**src/rtl/if_stage.sv**
```systemverilog
// if_stage: instruction fetch owning the PC; registers ROM data into the IF/ID register. Optional macro IF_MISALIGN_CHK_EN.
// Latency: 1 cycle from pc to id_valid/id_instr; one bubble after a redirect.
// Backpressure: id_valid && !id_ready freezes pc and IF/ID; a redirect always wins and flushes.
module if_stage #(
   parameter logic [31:0] RESET_PC = 32'h0000_0000
) (
   input  logic        clk,
   input  logic        rst_n,
   output logic [31:0] imem_addr,
   input  logic [31:0] imem_instr,
   input  logic        redirect_valid,
   input  logic [31:0] redirect_pc,
   output logic        id_valid,
   input  logic        id_ready,
   output logic [31:0] id_pc,
   output logic [31:0] id_instr,
   output logic        misalign_err
);

   // Instruction presented while nothing has been fetched yet (addi x0,x0,0).
   localparam logic [31:0] NOP = 32'h0000_0013;

   // Occupancy of the IF/ID register; FULL is exactly id_valid.
   typedef enum logic {
      EMPTY = 1'b0,
      FULL  = 1'b1
   } state_t;

   state_t      state;
   logic [31:0] pc;
   logic [31:0] pc_seq;
   logic [31:0] target;
   logic        load;

   // The ROM is addressed straight from the PC register, so no input reaches it combinationally.
   assign imem_addr = pc;

   // The register can take a new word when empty or when decode is draining it.
   assign load = (state == EMPTY) || id_ready;

   // Sequential successor; 32-bit add wraps silently at the top of the address space.
   assign pc_seq = pc + 32'd4;

   // id_valid comes directly from the state flop.
   assign id_valid = (state == FULL);

`ifdef IF_MISALIGN_CHK_EN
   logic redirect_misaligned;

   // Misaligned targets are still taken, rounded down to the containing word.
   assign target              = {redirect_pc[31:2], 2'b00};
   assign redirect_misaligned = redirect_valid && (redirect_pc[1:0] != 2'b00);

   // One-cycle error pulse in the cycle after the offending redirect.
   always_ff @(posedge clk or negedge rst_n) begin
      if (!rst_n) begin
         misalign_err <= 1'b0;
      end else begin
         misalign_err <= redirect_misaligned;
      end
   end
`else
   // Targets pass through untouched; the ROM ignores the two low address bits.
   assign target       = redirect_pc;
   assign misalign_err = 1'b0;
`endif

   // PC and IF/ID register update: redirect flushes, otherwise fetch when the slot frees, else hold.
   always_ff @(posedge clk or negedge rst_n) begin
      if (!rst_n) begin
         state    <= EMPTY;
         pc       <= RESET_PC;
         id_pc    <= 32'h0000_0000;
         id_instr <= NOP;
      end else if (redirect_valid) begin
         // Flush: id_pc/id_instr keep their last contents but are no longer valid.
         state <= EMPTY;
         pc    <= target;
      end else begin
         case (state)
            EMPTY: begin
               state    <= FULL;
               id_pc    <= pc;
               id_instr <= imem_instr;
               pc       <= pc_seq;
            end
            FULL: begin
               if (load) begin
                  id_pc    <= pc;
                  id_instr <= imem_instr;
                  pc       <= pc_seq;
               end
            end
            default: begin
               state <= EMPTY;
            end
         endcase
      end
   end

endmodule

```
**config.mk**
```make
export PLATFORM = sky130hd
export DESIGN_NAME = if_stage
export DESIGN_NICKNAME = d
export VERILOG_FILES = /design/src/rtl/if_stage.sv
export SDC_FILE = /design/constraint.sdc
export NUM_CORES = 1
export LEC_CHECK = 0
export ABC_CLOCK_PERIOD_IN_PS = 2460
export CELL_PAD_IN_SITES_DETAIL_PLACEMENT = 1
export CELL_PAD_IN_SITES_GLOBAL_PLACEMENT = 1
export CORE_MARGIN = 8
export CORE_UTILIZATION = 33
export DETAILED_ROUTE_END_ITERATION = 7
export GPL_ROUTABILITY_DRIVEN = 1
export GPL_TIMING_DRIVEN = 0
export PLACE_DENSITY = 0.87
export SKIP_CTS_REPAIR_TIMING = 1
export SYNTH_ARGS = -nofsm -noshare
export SYNTH_HDL_FRONTEND = slang
export SYNTH_SLANG_ARGS = --single-unit
```
**constraint.sdc**
```tcl
create_clock -name clk -period 2.46 [get_ports clk]
set_input_delay 0.492 -clock clk [delete_from_list [all_inputs] [get_ports clk]]
set_output_delay 0.492 -clock clk [all_outputs]
set_load 0.01 [all_outputs]
```
=== Yosys cells after proc, flatten, opt, wreduce, memory -nomap -nowiden ===
Cells that the tools add are included.

* Register bits: 97
* Latch bits: 0
* Memory bits (writable): 0
* Bits in read-only memories: 0
* Input bits: 68
* Output and inout bits: 98
* Logic and storage cells: 19
* Memories kept: 0

* Add/sub/neg operators: 1
* Multipliers: 0
* Divide/modulo/power cells: 0
* Order comparisons: 0
* Equality and inequality tests: 2
* Shift-type cells: 0
* Muxes and demuxes: 8
* Bitwise operators: 2
* Reductions and logical operators: 2

{| class="wikitable"
|+ Operators by type and width
! operator !! count
|-
| case mux 32 bit (2 select lines) || 3
|-
| two-way mux 32 bit || 4
|-
| adder 32 x 3 -> 32 bit (second input constant) || 1
|-
| != test 3 x 2 -> 1 bit (second input constant) || 1
|-
| != test 2 x 1 -> 1 bit (second input constant) || 1
|-
| inverter 1 bit || 2
|-
| AND reduction 2 bit || 1
|-
| logical OR 1 bit || 1
|-
| two-way mux 1 bit || 1
|}

=== Logic depth before layout (Yosys ltp) ===
Gate-level depths: netlist (run 1).

* Depth in word-level cells: 5
* Mapped depth: 7
* Gate-level depth less buffers: 5

=== Worst setup path before layout (run 1) ===
Ideal clock, no wire load.

* Kind: register to register
* From: reg pc[10] (netlist: imem_addr[10])
* To: reg pc[26] (netlist: imem_addr[26])
* Arrival time: 1912 ps
* Slack: 466 ps
* Stages on the path, launching flop included: 6
* Buffers on the path: 1
* Period minus slack after synthesis: 1994 ps
* Cells stage by stage: dfrtp_1 > nand4_2 > or4_1 > buf_2 > or4_1 > a31oi_1

* Cells in the longest elaborated chain, start to end: 4

{| class="wikitable"
|+ Ends and longest elaborated chain
! what !! line !! source
|-
| from (decl) || 30 || <nowiki>logic [31:0] pc;</nowiki>
|-
| from (signal assigned) || 78 || <nowiki>pc <= target;</nowiki>
|-
| from (signal assigned) || 85 || <nowiki>pc <= pc_seq;</nowiki>
|-
| from (signal assigned) || 91 || <nowiki>pc <= pc_seq;</nowiki>
|-
| adder 32 x 3 -> 32 bit * || 42 || <nowiki>assign pc_seq = pc + 32'd4;</nowiki>
|-
| two-way mux 32 bit || 88 || <nowiki>if (load) begin</nowiki>
|-
| case mux 32 bit (2 select lines) * || 80 || <nowiki>case (state)</nowiki>
|-
| two-way mux 32 bit * || 75 || <nowiki>end else if (redirect_valid) begin</nowiki>
|}

Mark *: on every way between the ends. The rest lies on a longest branch, timed or not. The select of a mux whose other input is x is not followed.
A chain may end at the register's enable or synchronous reset.

=== Worst setup path in the final report (run 1) ===
* From: in id_ready
* To: reg id_instr[15]

* Cells in the longest elaborated chain, start to end: 3

{| class="wikitable"
|+ Ends and longest elaborated chain
! what !! line !! source
|-
| from (decl) || 14 || <nowiki>input logic id_ready,</nowiki>
|-
| logical OR 1 bit || 39 || <nowiki>assign load = (state == EMPTY) || id_ready;</nowiki>
|-
| != test 2 x 1 -> 1 bit (no line) || n/a ||
|-
| AND reduction 2 bit (no line) || n/a ||
|-
| to (signal assigned) || 84 || <nowiki>id_instr <= imem_instr;</nowiki>
|-
| to (signal assigned) || 90 || <nowiki>id_instr <= imem_instr;</nowiki>
|-
| to (decl) || 16 || <nowiki>output logic [31:0] id_instr,</nowiki>
|}

Every way passes these cells.

==> flow_metrics.env, run 1 <==
export IMPL_initial_core_util=0.3377
export IMPL_placeableCoreArea_um2=12620
export IMPL_gp_congestion=0.7732
export IMPL_cap_violations=0
export IMPL_cts_buffers=9
export IMPL_ys_async_sr_fraction=1.000
export IMPL_grt_pass1_vias=3911
export IMPL_p_switching_uw=1229
export IMPL_path_clk_slew_ns=0.07
export IMPL_grt_ovfl_total=0
export IMPL_crit_type="primary input to flip-flop"
export IMPL_ios=166
export IMPL_ys_seq_area_frac=0.5705
export IMPL_antenna_cells=0
export IMPL_num_vias=3560
export IMPL_fin_skew_ns=0.004795
export IMPL_synth_mux_area_frac=0.1662
export IMPL_finalNetCount=597
export IMPL_ys_seq_elements=97
export IMPL_worst_pin_slew_ns=0.7431
export IMPL_arrival_ns=2.54
export IMPL_avgViaCountPerCell=5.050
export IMPL_synth_xor_area_share=0.01644
export IMPL_yosys_area_share_simple=0.1351
export IMPL_post_route_min_period_ns=2.309
export IMPL_pwr_share_seq=0.413
export IMPL_placed_cells=689
export IMPL_port_buffers=163
export IMPL_cts_max_level=3
export IMPL_drc_errors=0
export IMPL_die_y_um=129.6
export IMPL_row_count=41
export IMPL_drtPass1Iterations=4
export IMPL_fmax_mhz=433.0
export IMPL_worst_r2r_path_depth=5
export IMPL_die_w_um=129.6
export IMPL_report_final_setup_viol=0
export IMPL_rsz0062_at_grt="no"
export IMPL_cts_sinks=97
export IMPL_synth_top_family_by_area="multiplexers"
export IMPL_instances_no_fill=705
export IMPL_clk_path_buf_depth=2
export IMPL_p_per_area_nw_per_um2=740.1
export IMPL_hold_violations=0
export IMPL_multi_input_area_um2=1687
export IMPL_path_delay_family="buffers and inverters"
export IMPL_die_area_um2=16810
export IMPL_relSlewSlack=0.5028
export IMPL_grt_start_max_net_pins=50
export IMPL_synth_cell_types=39
export IMPL_clkPwrFrac=0.364
export IMPL_start_kind="primary input"
export IMPL_p_int_uw=3589
export IMPL_final_common_cell="clkdlybuf4s50_1"
export IMPL_crit_cells=5
export IMPL_drive_gt1_frac=0.1876
export IMPL_ir_drop_v=0.0003600
export IMPL_cpMaxStageDelayCell="nor2_1"
export IMPL_synth_area_um2=4262
export IMPL_worst_path_buf_inv=2
export IMPL_mostFrequentLayoutCells="clkdlybuf4s50_1 (162), dfrtp_1 (94), mux2_2 (62)"
export IMPL_synth_compound_area_frac=0.07428
export IMPL_end_kind="flip-flop"
export IMPL_ant_nets=0
export IMPL_area_delta_synth_final_pct=52.73
export IMPL_syn_avg_cell_area_um2=12.07
export IMPL_grtUsageTotal=0.1735
export IMPL_syn_inst=353
export IMPL_finalSetupTns_ns=0
export IMPL_initialDrtViolationCount=199
export IMPL_seq_area_um2=2431
export IMPL_synth_edff_count=0
export IMPL_finalMaxSlewViolations=0
export IMPL_cts_tree="yes"
export IMPL_antenna_found_initial=0
export IMPL_crit_chain="clkdlybuf4s50_1, nor2b_1, nor2_1, clkbuf_1, mux2_2"
export IMPL_wirelength_um=14170
export IMPL_syn_nets=422
export IMPL_avgRoutedWirePerCell_um=20.10
export IMPL_worst_path_max_fanout=10
export IMPL_min_path_type="primary input to async pin"
export IMPL_critPathRequiredTime_ns=2.69
export IMPL_combPwrFrac=0.223
export IMPL_final_fill_count=1361
export IMPL_dp_hpwl_um=10900
export IMPL_yosys_warnings=0
export IMPL_max_stage_delay_ns=0.58
export IMPL_synth_ff_type="dfrtp_1"
export IMPL_worst_slack_ns=0.1507
export IMPL_place_ws_ns=-0.2579
export IMPL_fin_crit_sh=0.9387
export IMPL_clk_latency_ns=0.34
export IMPL_grt_pass1_wl_um=22340
export IMPL_synthAdderAreaFrac=0.002936
export IMPL_cellLeakagePower_uw=0.002592
export IMPL_switching_share=0.2551
export IMPL_cts_root_buf="clkbuf_16"
export IMPL_status="completed"
[metal layers]
layer	GRT usage	wire [um]
met1	0.2014	5731
met2	0.2959	7150
met3	0.05136	1054
met4	0.06694	237
met5	0	0
[sequential cells by signal, indices dropped and copies added, names as in the netlist]
signal,cells
id_valid,1
id_instr,32
imem_addr,32
id_pc,32
[kinds of logic after synthesis]
kind of cell             count (synthesis)
AO/OA/AOI/OAI                           49
XOR/XNOR                                 8
adder cells (fa/ha/maj)                  1
buffers and inverters                   26
flip-flops                              97
multiplexers                            63
other                                    1
AND/OR/NAND/NOR                        108
[worst reg2reg max path, stage by stage (launching register included)]
cell	delay (ns)
dfrtp_1	0.52
nand4_2	0.19
or4_1	0.58
buf_2	0.20
or4_1	0.49
a31oi_1	0.17
[power by group through the flow]
stage / sequential (uW) / combinational [uW] / clock [uW]
finish: 1990 / 1080 / 1750
global route: 2020 / 1160 / 1860
floorplan: 2080 / 302 / 0
CTS: 1990 / 1100 / 1810
global placement: 2000 / 1060 / 0
detailed placement: 2020 / 1090 / 0
[final timing paths]
check,endpoint,start,slack (ns)
max in group asynchronous,id_instr[4],rst_n,1.55
setup / recovery,id_instr[15],id_ready,0.15
min in group clk,id_pc[22],id_pc[22],0.50
setup reg to reg,imem_addr[26],imem_addr[10],0.24
hold reg to reg,id_pc[22],id_pc[22],0.50
hold / removal,id_pc[25],rst_n,0.17
[cell usage after synthesis (all sizes together) (7+ instances only)]
cell type / n / area share
dfrtp: 94 / 0.55
mux2: 62 / 0.16
nand2: 31 / 0.027
clkbuf: 18 / 0.025
or4: 18 / 0.032
nor2: 17 / 0.015
nand3: 16 / 0.019
o21ai: 15 / 0.018
a31oi: 14 / 0.021
o31ai: 12 / 0.021
nand4: 7 / 0.012
[layout make-up]
class	count	share of cell area
clock buffers	10	0.03672
inverters	5	0.002884
clock inverters	6	0.02095
plain buffers	21	0.01922
well taps	172	0.03306
repair buffers	164	0.2545
flip-flops and latches	97	0.3735
multi-input cells	230	0.2591
[per-stage QoR]
step / hold slack [ns] / utilization / cell area [um^2] / total power, uW
floorplan: 0.1964 / - / 4262 / 2385
finish: 0.1726 / 0.5158 / 6509 / 4817
CTS: 0.1910 / 0.5158 / 6509 / 4897
global placement: 0.4694 / 0.4840 / 6108 / 3053
detailed placement: 0.4833 / 0.4860 / 6133 / 3112
global route: 0.2224 / 0.5158 / 6509 / 5039
Note: power is estimated with default switching activity, not from simulation.
==> run 2: changes to the inputs <==
--- a/config.mk
+++ b/config.mk
@@ -14,7 +14,6 @@
 export GPL_ROUTABILITY_DRIVEN = 1
 export GPL_TIMING_DRIVEN = 0
 export PLACE_DENSITY = 0.87
-export SKIP_CTS_REPAIR_TIMING = 1
 export SYNTH_ARGS = -nofsm -noshare
 export SYNTH_HDL_FRONTEND = slang
 export SYNTH_SLANG_ARGS = --single-unit
==> results of run 2 <==
The final DEF is identical to that of run 1; final timing and power are the same.
==> run 3: changes to the inputs <==
--- a/config.mk
+++ b/config.mk
@@ -8,12 +8,14 @@
 export ABC_CLOCK_PERIOD_IN_PS = 2460
 export CELL_PAD_IN_SITES_DETAIL_PLACEMENT = 1
 export CELL_PAD_IN_SITES_GLOBAL_PLACEMENT = 1
+export CORE_ASPECT_RATIO = 1.25
 export CORE_MARGIN = 8
 export CORE_UTILIZATION = 33
 export DETAILED_ROUTE_END_ITERATION = 7
 export GPL_ROUTABILITY_DRIVEN = 1
 export GPL_TIMING_DRIVEN = 0
 export PLACE_DENSITY = 0.87
+export SKIP_LAST_GASP = 1
 export SYNTH_ARGS = -nofsm -noshare
 export SYNTH_HDL_FRONTEND = slang
 export SYNTH_SLANG_ARGS = --single-unit
==> run 3 against run 2 <==
Compared with the run above: via count fell by 1.2%; cell count fell by 0.57%; total power shrank 0.50%; largest cell class unchanged; highest routed layer unchanged.
==> flow_metrics.env, run 3 (same netlist as run 1, synthesis figures left out) <==
export IMPL_relSlewSlack=0.5564
export IMPL_dp_hpwl_um=11230
export IMPL_ir_drop_v=0.0003193
export IMPL_finalSetupTns_ns=0
export IMPL_drtPass1Iterations=4
export IMPL_status="completed"
export IMPL_placeableCoreArea_um2=12660
export IMPL_seq_area_um2=2431
export IMPL_initial_core_util=0.3366
export IMPL_min_path_type="primary input to async pin"
export IMPL_antenna_cells=0
export IMPL_finalMaxSlewViolations=0
export IMPL_fin_crit_sh=0.9250
export IMPL_postCtsHoldBufs=0
export IMPL_finalNetCount=597
export IMPL_crit_type="primary input to flip-flop"
export IMPL_hold_violations=0
export IMPL_worst_path_buf_inv=3
export IMPL_num_vias=3517
export IMPL_report_final_setup_viol=0
export IMPL_cpMaxStageDelayCell="or4_2"
export IMPL_path_delay_family="simple AND/OR/NAND/NOR gates"
export IMPL_end_kind="flip-flop"
export IMPL_p_per_area_nw_per_um2=738.0
export IMPL_clk_path_buf_depth=2
export IMPL_avgRoutedWirePerCell_um=20.35
export IMPL_postCtsSetupRepairBufs=0
export IMPL_max_stage_delay_ns=0.64
export IMPL_cap_violations=0
export IMPL_critPathRequiredTime_ns=2.73
export IMPL_design_area_um2=6495
export IMPL_wirelength_um=14270
export IMPL_row_count=46
export IMPL_rsz0062_at_grt="no"
export IMPL_worst_pin_slew_ns=0.6654
export IMPL_avgViaCountPerCell=5.017
export IMPL_cts_resized=0
export IMPL_fin_util=0.5129
export IMPL_antenna_found_initial=0
export IMPL_cts_root_buf="clkbuf_16"
export IMPL_final_common_cell="clkdlybuf4s50_1"
export IMPL_cts_tree="yes"
export IMPL_port_buffers=163
export IMPL_ios=166
export IMPL_start_kind="primary input"
export IMPL_placed_cell_area_um2=6128
export IMPL_area_delta_synth_final_pct=52.41
export IMPL_instances_no_fill=701
export IMPL_drc_errors=0
export IMPL_cts_buffers=9
export IMPL_gp_congestion=0.7959
export IMPL_grt_ovfl_total=0
export IMPL_worst_path_max_fanout=10
export IMPL_final_fill_count=1360
export IMPL_grt_pass1_wl_um=22810
export IMPL_crit_chain="clkdlybuf4s50_1, nand2b_1, clkbuf_8, nand4_1, clkbuf_1, or4_2, nand3_1"
export IMPL_fmax_mhz=439.5
export IMPL_cellLeakagePower_uw=0.002590
export IMPL_die_y_um=143.1
export IMPL_hold_ws_ns=0.1779
export IMPL_arrival_ns=2.54
export IMPL_grt_pass1_vias=4093
export IMPL_path_clk_slew_ns=0.07
export IMPL_grt_start_max_net_pins=50
export IMPL_fin_skew_ns=0.006455
export IMPL_die_area_um2=16830
export IMPL_placed_cells=685
export IMPL_grtUsageTotal=0.1715
export IMPL_cts_sinks=97
export IMPL_die_w_um=117.6
export IMPL_cts_max_level=3
export IMPL_ant_nets=0
export IMPL_drive_gt1_frac=0.1857
export IMPL_multi_input_area_um2=1687
export IMPL_post_route_min_period_ns=2.276
export IMPL_clk_latency_ns=0.34
export IMPL_initialDrtViolationCount=110
export IMPL_mostFrequentLayoutCells="clkdlybuf4s50_1 (162), dfrtp_1 (94), mux2_2 (62)"
==> run 3: cell types whose count changed in the layout (fill, tap and decap cells not counted) <==
| cell | previous run | this run |
|---|---|---|
| clkbuf_8 | 5 | 4 |
| clkinvlp_4 | 1 | 0 |
| clkbuf_1 | 14 | 15 |
| inv_6 | 1 | 2 |
==> run 3: stage by stage <==
step / worst slack [ns] / total power, uW
after floorplan: 0.4656 / 2385
after global placement: -2.672 / 3052
after detailed placement: -0.2093 / 3116
after CTS: 0.1492 / 4854
after global routing: 0.04147 / 5005
final: 0.1845 / 4793
==> run 3: report_power, final <==
| group | switching [uW] | internal (uW) | total [uW] |
|---|---|---|---|
| logic | 429 | 649 | 1080 |
| registers | 171 | 1810 | 1980 |
| clock network | 627 | 1110 | 1730 |
==> run 3: final timing paths <==
check / from / to / slack, ns / cells after the start
worst max-delay path: id_ready / imem_addr[14] / 0.18 / 7
worst min-delay path: rst_n / id_pc[25] / 0.18 / 1
worst max register to register: imem_addr[10] / imem_addr[26] / 0.22 / 5
worst min register to register: id_pc[11] / id_pc[11] / 0.48 / 2
max in group asynchronous: rst_n / id_instr[0] / 1.55 / 2
min in group clk: id_pc[11] / id_pc[11] / 0.48 / 2
==> run 3: area by class of cell <==
class,count,area share
Tap cell,168,0.03236
Timing Repair Buffer,164,0.2551
Clock buffer,10,0.03525
Multi-Input combinational cell,230,0.2597
Sequential cell,97,0.3743
Buffer,21,0.01926
Clock inverter,6,0.02119
Inverter,5,0.002890
==> run 3: routing by layer <==
metal / share of wire / GRT usage / vias up
met3: 0.074 / 0.05847 / 15
met4: 0.012 / 0.04054 / 0
li1: - / - / 1630
met5: 0 / 0 / -
met1: 0.38 / 0.1844 / 1748
met2: 0.53 / 0.3171 / 124
